### config.mk
export PLATFORM = sky130hd
export DESIGN_NAME = rpn_stack_ctrl_flat
export DESIGN_NICKNAME = d
export VERILOG_FILES = /design/src/rtl/rpn_stack_ctrl_if.sv /design/src/rtl/rpn_stack_ctrl.sv /design/src/flat_wrapper.sv
export SDC_FILE = /design/constraint.sdc
export NUM_CORES = 1
export LEC_CHECK = 0
export BUFFER_PORTS_ARGS = -buffer_cell sky130_fd_sc_hd__buf_4
export CAP_MARGIN = 20
export CORE_ASPECT_RATIO = 1.4
export CORE_MARGIN = 1
export CORE_UTILIZATION = 25
export CTS_CLUSTER_DIAMETER = 30
export DETAILED_ROUTE_END_ITERATION = 12
export SYNTH_ARGS = -nofsm -noshare
export SYNTH_HDL_FRONTEND = slang
export SYNTH_SLANG_ARGS = --single-unit
### constraint.sdc
create_clock -name CLOCK_50 -period 3.55 [get_ports CLOCK_50]
set_input_delay 0.355 -clock CLOCK_50 [delete_from_list [all_inputs] [get_ports CLOCK_50]]
set_output_delay 0.355 -clock CLOCK_50 [all_outputs]
set_load 0.02 [all_outputs]
### src/rtl/rpn_stack_ctrl_if.sv
// -----------------------------------------------------------------------------
// rpn_stack_ctrl_if
// Command/response channel between the switch/key front end (master) and the
// RPN stack controller (slave).
//   cmd_valid   : command present, held by the master until accepted
//   cmd_ready   : controller idle and able to accept
//   cmd_op      : 000 PUSH, 001 POP, 010 OPERATE, 011 CLEAR, 100 DUP/illegal
//   cmd_data    : PUSH operand
//   cmd_alu_sel : ALU opcode, meaningful for OPERATE only
//   rsp_valid   : one-cycle pulse when the command has finished
//   rsp_error   : qualifies rsp_valid, command rejected
//   err_code    : 00 none, 01 underflow, 10 overflow, 11 illegal
// -----------------------------------------------------------------------------
interface rpn_stack_ctrl_if #(
  parameter int DATA_W = 8
);
  logic              cmd_valid;
  logic              cmd_ready;
  logic [2:0]        cmd_op;
  logic [DATA_W-1:0] cmd_data;
  logic [2:0]        cmd_alu_sel;
  logic              rsp_valid;
  logic              rsp_error;
  logic [1:0]        err_code;

  modport master (
    output cmd_valid, cmd_op, cmd_data, cmd_alu_sel,
    input  cmd_ready, rsp_valid, rsp_error, err_code
  );

  modport slave (
    input  cmd_valid, cmd_op, cmd_data, cmd_alu_sel,
    output cmd_ready, rsp_valid, rsp_error, err_code
  );
endinterface

### src/rtl/rpn_stack_ctrl.sv
// -----------------------------------------------------------------------------
// rpn_stack_ctrl
// Sequencer for the RPN calculator datapath. Owns the stack pointer, drives the
// stack RAM (synchronous, 1-cycle read latency), pulses the A/B operand
// register load enables and writes ALU results back onto the stack.
//
// Ports:
//   CLOCK_50   : system clock, all state on the rising edge
//   reset      : synchronous, active-high
//   cmd        : command/response channel (rpn_stack_ctrl_if.slave)
//   mem_addr/mem_data/mem_wren : stack RAM port (address 0 when unused)
//   mem_q      : stack RAM read data, valid one cycle after the address
//   a_en/b_en  : operand register load enables (registers load from mem_q)
//   alu_sel    : ALU opcode, held from one OPERATE accept to the next
//   alu_result : combinational ALU output
//   top/depth/empty/full : stack status, top reads 0 when empty
//
// Build option: define RPN_DUP_EN to enable cmd_op 100 = DUP; otherwise that
// opcode is rejected as illegal.
// -----------------------------------------------------------------------------
module rpn_stack_ctrl #(
  parameter int DATA_W = 8,
  parameter int ADDR_W = 8,
  parameter int DEPTH  = 256
) (
  input  logic              CLOCK_50,
  input  logic              reset,
  rpn_stack_ctrl_if.slave   cmd,
  output logic [ADDR_W-1:0] mem_addr,
  output logic [DATA_W-1:0] mem_data,
  output logic              mem_wren,
  input  logic [DATA_W-1:0] mem_q,
  output logic              a_en,
  output logic              b_en,
  output logic [2:0]        alu_sel,
  input  logic [DATA_W-1:0] alu_result,
  output logic [DATA_W-1:0] top,
  output logic [ADDR_W:0]   depth,
  output logic              empty,
  output logic              full
);

  localparam logic [2:0] OP_PUSH  = 3'b000;
  localparam logic [2:0] OP_POP   = 3'b001;
  localparam logic [2:0] OP_OPER  = 3'b010;
  localparam logic [2:0] OP_CLEAR = 3'b011;
  localparam logic [2:0] OP_DUP   = 3'b100;

  localparam logic [1:0] ERR_NONE  = 2'b00;
  localparam logic [1:0] ERR_UNDER = 2'b01;
  localparam logic [1:0] ERR_OVER  = 2'b10;
  localparam logic [1:0] ERR_ILL   = 2'b11;

  localparam logic [3:0] ST_IDLE    = 4'd0;
  localparam logic [3:0] ST_PUSH_WR = 4'd1;
  localparam logic [3:0] ST_POP_RD  = 4'd2;
  localparam logic [3:0] ST_POP_LD  = 4'd3;
  localparam logic [3:0] ST_OP_RDB  = 4'd4;
  localparam logic [3:0] ST_OP_LDB  = 4'd5;
  localparam logic [3:0] ST_OP_RDA  = 4'd6;
  localparam logic [3:0] ST_OP_LDA  = 4'd7;
  localparam logic [3:0] ST_OP_EXEC = 4'd8;
  localparam logic [3:0] ST_OP_WR   = 4'd9;
  localparam logic [3:0] ST_RSP     = 4'd10;
  localparam logic [3:0] ST_ERR     = 4'd11;
  localparam logic [3:0] ST_DUP_WR  = 4'd12;

  localparam logic [ADDR_W:0] DEPTH_MAX = (ADDR_W+1)'(DEPTH);
  localparam logic [ADDR_W:0] ONE       = (ADDR_W+1)'(1);
  localparam logic [ADDR_W:0] TWO       = (ADDR_W+1)'(2);

  logic [3:0]        state;
  logic [ADDR_W:0]   depth_q;
  logic [DATA_W-1:0] top_q;
  logic [DATA_W-1:0] data_q;
  logic [2:0]        alu_sel_q;
  logic [1:0]        err_q;

  logic [3:0]        acc_state;
  logic [1:0]        acc_err;
  logic [ADDR_W:0]   depth_m1;
  logic [ADDR_W:0]   depth_m2;

  assign empty    = (depth_q == '0);
  assign full     = (depth_q == DEPTH_MAX);
  assign depth    = depth_q;
  assign top      = top_q;
  assign alu_sel  = alu_sel_q;
  assign depth_m1 = depth_q - ONE;
  assign depth_m2 = depth_q - TWO;

  // Bounds checks happen at accept so every later address computation is exact.
  always_comb begin
    // NOTE: every output of a combinational block gets a default first; a path
    // that leaves one unassigned would infer a latch.
    acc_err   = ERR_NONE;
    acc_state = ST_IDLE;
    case (cmd.cmd_op)
      OP_PUSH:  if (full)         acc_err = ERR_OVER;  else acc_state = ST_PUSH_WR;
      OP_POP:   if (empty)        acc_err = ERR_UNDER; else acc_state = ST_POP_RD;
      OP_OPER:  if (depth_q < TWO) acc_err = ERR_UNDER; else acc_state = ST_OP_RDB;
      OP_CLEAR: acc_state = ST_RSP;
`ifdef RPN_DUP_EN
      OP_DUP: begin
        if (empty)     acc_err   = ERR_UNDER;
        else if (full) acc_err   = ERR_OVER;
        else           acc_state = ST_DUP_WR;
      end
`endif
      default:  acc_err = ERR_ILL;
    endcase
    if (acc_err != ERR_NONE) acc_state = ST_ERR;
  end

  always_ff @(posedge CLOCK_50) begin
    // NOTE: sequential state uses non-blocking assignments so every register
    // samples pre-edge values, independent of statement order.
    if (reset) begin
      state     <= ST_IDLE;
      depth_q   <= '0;
      top_q     <= '0;
      data_q    <= '0;
      alu_sel_q <= '0;
      err_q     <= ERR_NONE;
    end else begin
      case (state)
        ST_IDLE: begin
          if (cmd.cmd_valid) begin
            state  <= acc_state;
            err_q  <= acc_err;
            data_q <= cmd.cmd_data;
            if (cmd.cmd_op == OP_OPER) alu_sel_q <= cmd.cmd_alu_sel;
            if (cmd.cmd_op == OP_CLEAR) begin
              depth_q <= '0;
              top_q   <= '0;
            end
          end
        end
        ST_PUSH_WR: begin
          depth_q <= depth_q + ONE;
          top_q   <= data_q;
          state   <= ST_RSP;
        end
        ST_DUP_WR: begin
          depth_q <= depth_q + ONE;
          state   <= ST_RSP;
        end
        ST_POP_RD: begin
          depth_q <= depth_m1;
          // Popping the last word leaves nothing to read back.
          if (depth_q == ONE) begin
            top_q <= '0;
            state <= ST_RSP;
          end else begin
            state <= ST_POP_LD;
          end
        end
        ST_POP_LD: begin
          top_q <= mem_q;
          state <= ST_RSP;
        end
        ST_OP_RDB:  state <= ST_OP_LDB;
        ST_OP_LDB:  state <= ST_OP_RDA;
        ST_OP_RDA:  state <= ST_OP_LDA;
        ST_OP_LDA:  state <= ST_OP_EXEC;
        ST_OP_EXEC: state <= ST_OP_WR;
        ST_OP_WR: begin
          top_q   <= alu_result;
          depth_q <= depth_m1;
          state   <= ST_RSP;
        end
        default: state <= ST_IDLE;
      endcase
    end
  end

  // Datapath strobes are decoded straight from the state, so each is a single
  // cycle and no two can coincide.
  always_comb begin
    mem_addr = '0;
    mem_data = '0;
    mem_wren = 1'b0;
    a_en     = (state == ST_OP_LDA);
    b_en     = (state == ST_OP_LDB);
    case (state)
      ST_PUSH_WR: begin
        mem_addr = depth_q[ADDR_W-1:0];
        mem_data = data_q;
        mem_wren = 1'b1;
      end
      ST_DUP_WR: begin
        mem_addr = depth_q[ADDR_W-1:0];
        mem_data = top_q;
        mem_wren = 1'b1;
      end
      // Fetch the word that becomes the new top once depth drops by one.
      ST_POP_RD: if (depth_q >= TWO) mem_addr = depth_m2[ADDR_W-1:0];
      ST_OP_RDB: mem_addr = depth_m1[ADDR_W-1:0];
      ST_OP_RDA: mem_addr = depth_m2[ADDR_W-1:0];
      ST_OP_WR: begin
        mem_addr = depth_m2[ADDR_W-1:0];
        mem_data = alu_result;
        mem_wren = 1'b1;
      end
      default: ;
    endcase
  end

  assign cmd.cmd_ready = (state == ST_IDLE);
  assign cmd.rsp_valid = (state == ST_RSP) || (state == ST_ERR);
  assign cmd.rsp_error = (state == ST_ERR);
  assign cmd.err_code  = (state == ST_ERR) ? err_q : ERR_NONE;

endmodule

### src/flat_wrapper.sv
// flat-port wrapper written by rule: the top's interface ports become plain ports
module rpn_stack_ctrl_flat 
#(
  parameter int DATA_W = 8,
  parameter int ADDR_W = 8,
  parameter int DEPTH  = 256
)
  (CLOCK_50, reset, mem_addr, mem_data, mem_wren, mem_q, a_en, b_en, alu_sel, alu_result, top, depth, empty, full, cmd_cmd_valid, cmd_cmd_op, cmd_cmd_data, cmd_cmd_alu_sel, cmd_cmd_ready, cmd_rsp_valid, cmd_rsp_error, cmd_err_code);
  rpn_stack_ctrl_if #(.DATA_W(DATA_W)) cmd_i ();
  input  logic CLOCK_50;
  input  logic reset;
  output logic [ADDR_W-1:0] mem_addr;
  output logic [DATA_W-1:0] mem_data;
  output logic mem_wren;
  input  logic [DATA_W-1:0] mem_q;
  output logic a_en;
  output logic b_en;
  output logic [2:0] alu_sel;
  input  logic [DATA_W-1:0] alu_result;
  output logic [DATA_W-1:0] top;
  output logic [ADDR_W:0] depth;
  output logic empty;
  output logic full;
  input wire logic [$bits(cmd_i.cmd_valid)-1:0] cmd_cmd_valid;
  input wire logic [$bits(cmd_i.cmd_op)-1:0] cmd_cmd_op;
  input wire logic [$bits(cmd_i.cmd_data)-1:0] cmd_cmd_data;
  input wire logic [$bits(cmd_i.cmd_alu_sel)-1:0] cmd_cmd_alu_sel;
  output wire logic [$bits(cmd_i.cmd_ready)-1:0] cmd_cmd_ready;
  output wire logic [$bits(cmd_i.rsp_valid)-1:0] cmd_rsp_valid;
  output wire logic [$bits(cmd_i.rsp_error)-1:0] cmd_rsp_error;
  output wire logic [$bits(cmd_i.err_code)-1:0] cmd_err_code;
  assign cmd_i.cmd_valid = cmd_cmd_valid;
  assign cmd_i.cmd_op = cmd_cmd_op;
  assign cmd_i.cmd_data = cmd_cmd_data;
  assign cmd_i.cmd_alu_sel = cmd_cmd_alu_sel;
  assign cmd_cmd_ready = cmd_i.cmd_ready;
  assign cmd_rsp_valid = cmd_i.rsp_valid;
  assign cmd_rsp_error = cmd_i.rsp_error;
  assign cmd_err_code = cmd_i.err_code;
  rpn_stack_ctrl #(.DATA_W(DATA_W), .ADDR_W(ADDR_W), .DEPTH(DEPTH)) u_core (.CLOCK_50(CLOCK_50), .reset(reset), .cmd(cmd_i), .mem_addr(mem_addr), .mem_data(mem_data), .mem_wren(mem_wren), .mem_q(mem_q), .a_en(a_en), .b_en(b_en), .alu_sel(alu_sel), .alu_result(alu_result), .top(top), .depth(depth), .empty(empty), .full(full));
endmodule
==> run summary <==
Outcome
* **status** completed

Logic synthesis
* **number of flip-flops and latches in the synthesized netlist** 34
* **number of enable flip-flop cells after synthesis** 0
* **share of synthesized flip-flops with an asynchronous set or reset** 0%
* **simple-gate share of the synthesized area** 31.83%
* **warnings from Yosys** 0
* **commonest register cell after synthesis** dfxtp_1
* **portion of the post-synthesis area used by sequential elements** 23.37%
* **main combinational cell family by area after synthesis** simple AND/OR/NAND/NOR gates
* **post-synthesis instance total** 391
* **adder-cell share of the synthesized area** 3.436%
* **mux cell area share after synthesis** 3.093%
* **cell area after synthesis** 2913 µm²
* **Synth Area in Compound Gates** 28.48%
* **number of nets produced by synthesis** 432
* **fraction of synthesized cell area in xor and xnor cells** 0.3007%
* **count of unique library cells instantiated by Yosys** 71
* **average instance area after synthesis** 7.450 µm²

Clock network
* **clock buffer depth** 2
* **count of H-tree levels built during CTS** 2
* **clk root buf** clkbuf_16
* **clock slew at reported path FFs** 0.06 ns
* **Clock Latency Late Sink** 0.29 ns
* **hold buffers post-CTS** 0
* **number of setup buffers added after CTS** 0
* **total clock sinks** 34
* **post-cts repair resize count** 0
* **clock tree from TritonCTS** built
* **total clock buffers created by CTS** 5

Setup path
* **startpoint of the lowest-slack register-to-register path** u_core.state[1]
* **internal reg-to-reg setup slack** 1.18 ns
* **kind of critical path** reg -> out
* **element type at the critical path end** primary output
* **length in cells of the worst reg-to-reg path** 4
* **category of the worst setup path launch point** flip-flop
* **arrival time at the worst endpoint** 2.78 ns
* **largest fanout on the critical path** 10
* **required time of the critical path** 3.19 ns
* **worst reg2reg path endpoint** u_core.depth[3]

Min path
* **endpoint of the worst hold path** u_core.data_q[3]
* **Min-Delay Startpoint** cmd_cmd_data[3]
* **Hold Path Cell Cnt** 3
* **hold crit path type** in -> reg

Route
* **number of DRC markers after the initial detailed-route iteration** 202
* **via count** 3,150
* **number of iterations in the first detailed-routing pass** 4
* **Vias/cell** 5.294
* **wire length after detailed routing** 9.786 mm
* **drt wl/cell** 16.45 µm
* **DRT antenna net count** 0
* **residual DRC count** 0

Finish
* **layout-stage area growth over the synthesis result** 27.71%
* **share of cells above drive strength 1** 23.28%
* **commonest cells after routing, fill and taps aside** buf_4, nand2_1, nor2_1, dfxtp_1, a21oi_1
* **commonest non-fill, non-tap cell in the layout** buf_4
* **Antenna Cells** 0
* **utilization after layout** 32.81%
* **Final nets** 491

Power and ir drop
* **static power due to leakage** 0.001491 µW
* **Power Density** 943.4 nW/µm²
* **Tot Pwr** 3509 µW
* **maximum resistive drop on vdd** 0.0002350 V

Timing
* **share of the cycle needed by the critical path after routing** 88.22%
* **Max transition margin** 35.30%
* **Max Clk Rate** 319.3 MHz
* **RSZ-0062 raised after global routing** no
* **number of failing hold endpoints at the final stage** 0
* **number of pins with negative max-slew slack in the final report** 0
* **setup TNS** 0 ns
* **total setup violations reported at the end of the flow** 0
* **clock period minus final worst setup slack** 3.132 ns
* **Least-Margin Pin Slew** 0.9692 ns
* **Fin Clk Skew** 0.004383 ns

GRT
* **largest net degree at the start of global routing** 37
* **initial antenna violation count** 0
* **global-route congestion overflow total** 0
* **global-route total usage across every layer** 16.22%
* **first-pass GRT wire length** 15.51 mm
* **number of global-route vias before repair** 3,022

Die
* **die span in x** 93.23 µm
* **Floorplan Core Area** 11,340 µm²
* **effective utilization at floorplan** 25.69%
* **I/O Pins** 79
* **cell row count** 46
* **die height** 129.7 µm
* **die area** 12,090 µm²

Run
* **Max-Cap Viols** 0

Placement
* **HPWL Detailed** 7.174 mm
* **routability-driven placement congestion ratio** 0.9010
* **number of buffer cells added on primary ports** 78

==> synthesized netlist by cell type (7+ instances only) <==
cell type  instances  area, µm²
nand2_1           48      180.2
a311oi_1           9      78.83
nand3_1           13      65.06
nor2_1            36      135.1
o21ai_0           12      60.06
ha_1               8      100.1
a211oi_1          13      97.59
clkbuf_1          13      48.80
o22ai_1           11      68.82
inv_1             19      71.32
mux2i_1            9      90.09
a21oi_1           27      135.1
a22oi_1            7      52.55
nor3_1             8      40.04
nand2b_1           7      43.79
dfxtp_1           34      680.7
buf_2              7      35.03
==> sequential cells by signal (all words and copies together) (netlist names) <==
name,cells
u_core.depth,9
u_core.top,8
u_core.err_q,2
u_core.state,4
u_core.alu_sel,3
u_core.data_q,8
==> through the flow <==
step | hold slack (ns) | area (µm²) | instances | setup slack (ns)
floorplan | 0.4357 | 2913 | 391 | 1.075
global placement | 0.4473 | 3526 | 587 | 0.8820
detailed placement | 0.4542 | 3526 | 587 | 0.7531
CTS | 0.3070 | 3720 | 595 | 0.4404
global route | 0.3174 | 3720 | 595 | 0.2769
finish | 0.3123 | 3720 | 595 | 0.4181
==> cell families after synthesis <==
kind of cell / count (synthesis)
compound gates: 121
xor+xnor: 1
simple gates: 166
buf+inv: 52
mux: 9
flops: 34
fa+ha+maj: 8
==> power breakdown <==
group	internal, µW	switching, µW	leakage (µW)
clock network	404	186	0.0000940
logic	862	1360	0.00112
registers	483	214	0.000277
total	1750	1760	0.00149
==> worst max path at each step <==
stage / from / end / slack (ns) / cells past startpoint
6_report: u_core.depth[1] / mem_addr[3] / 0.42 / 7
5_1_grt: u_core.depth[1] / mem_addr[3] / 0.28 / 7
4_1_cts: u_core.depth[1] / mem_addr[3] / 0.44 / 7
3_5_place_dp: u_core.depth[1] / mem_addr[3] / 0.75 / 7
3_3_place_gp: u_core.depth[1] / mem_addr[3] / 0.88 / 7
2_1_floorplan: u_core.depth[0] / mem_addr[6] / 1.07 / 7
==> worst max-delay path, stage by stage, from the launching register on <==
cell and delay (ns):
dfxtp_1 0.41, inv_1 0.19, ha_1 0.30, nor4b_2 0.49, a31oi_1 0.20, or3_1 0.45, a32o_1 0.29, buf_4 0.16
==> routing by layer <==
layer  GRT usage [%]  vias up  part of all wire, %
met2           30.02      101                   53
met1           18.20     1472                   41
met3           3.613       10                  5.2
met4           5.430        0                  1.4
met5               0        -                    0
li1                -     1567                    -
==> final cells by class <==
cell class	instances	area (µm²)
fillers	1211	7619
clock buffers	5	125.1
well taps	144	180.2
clock inverters	3	68.82
flip-flops and latches	34	680.7
multi-input cells	305	1956
inverters	19	71.32
repair buffers	85	638.1
Note: power is estimated with default switching activity, not from simulation.
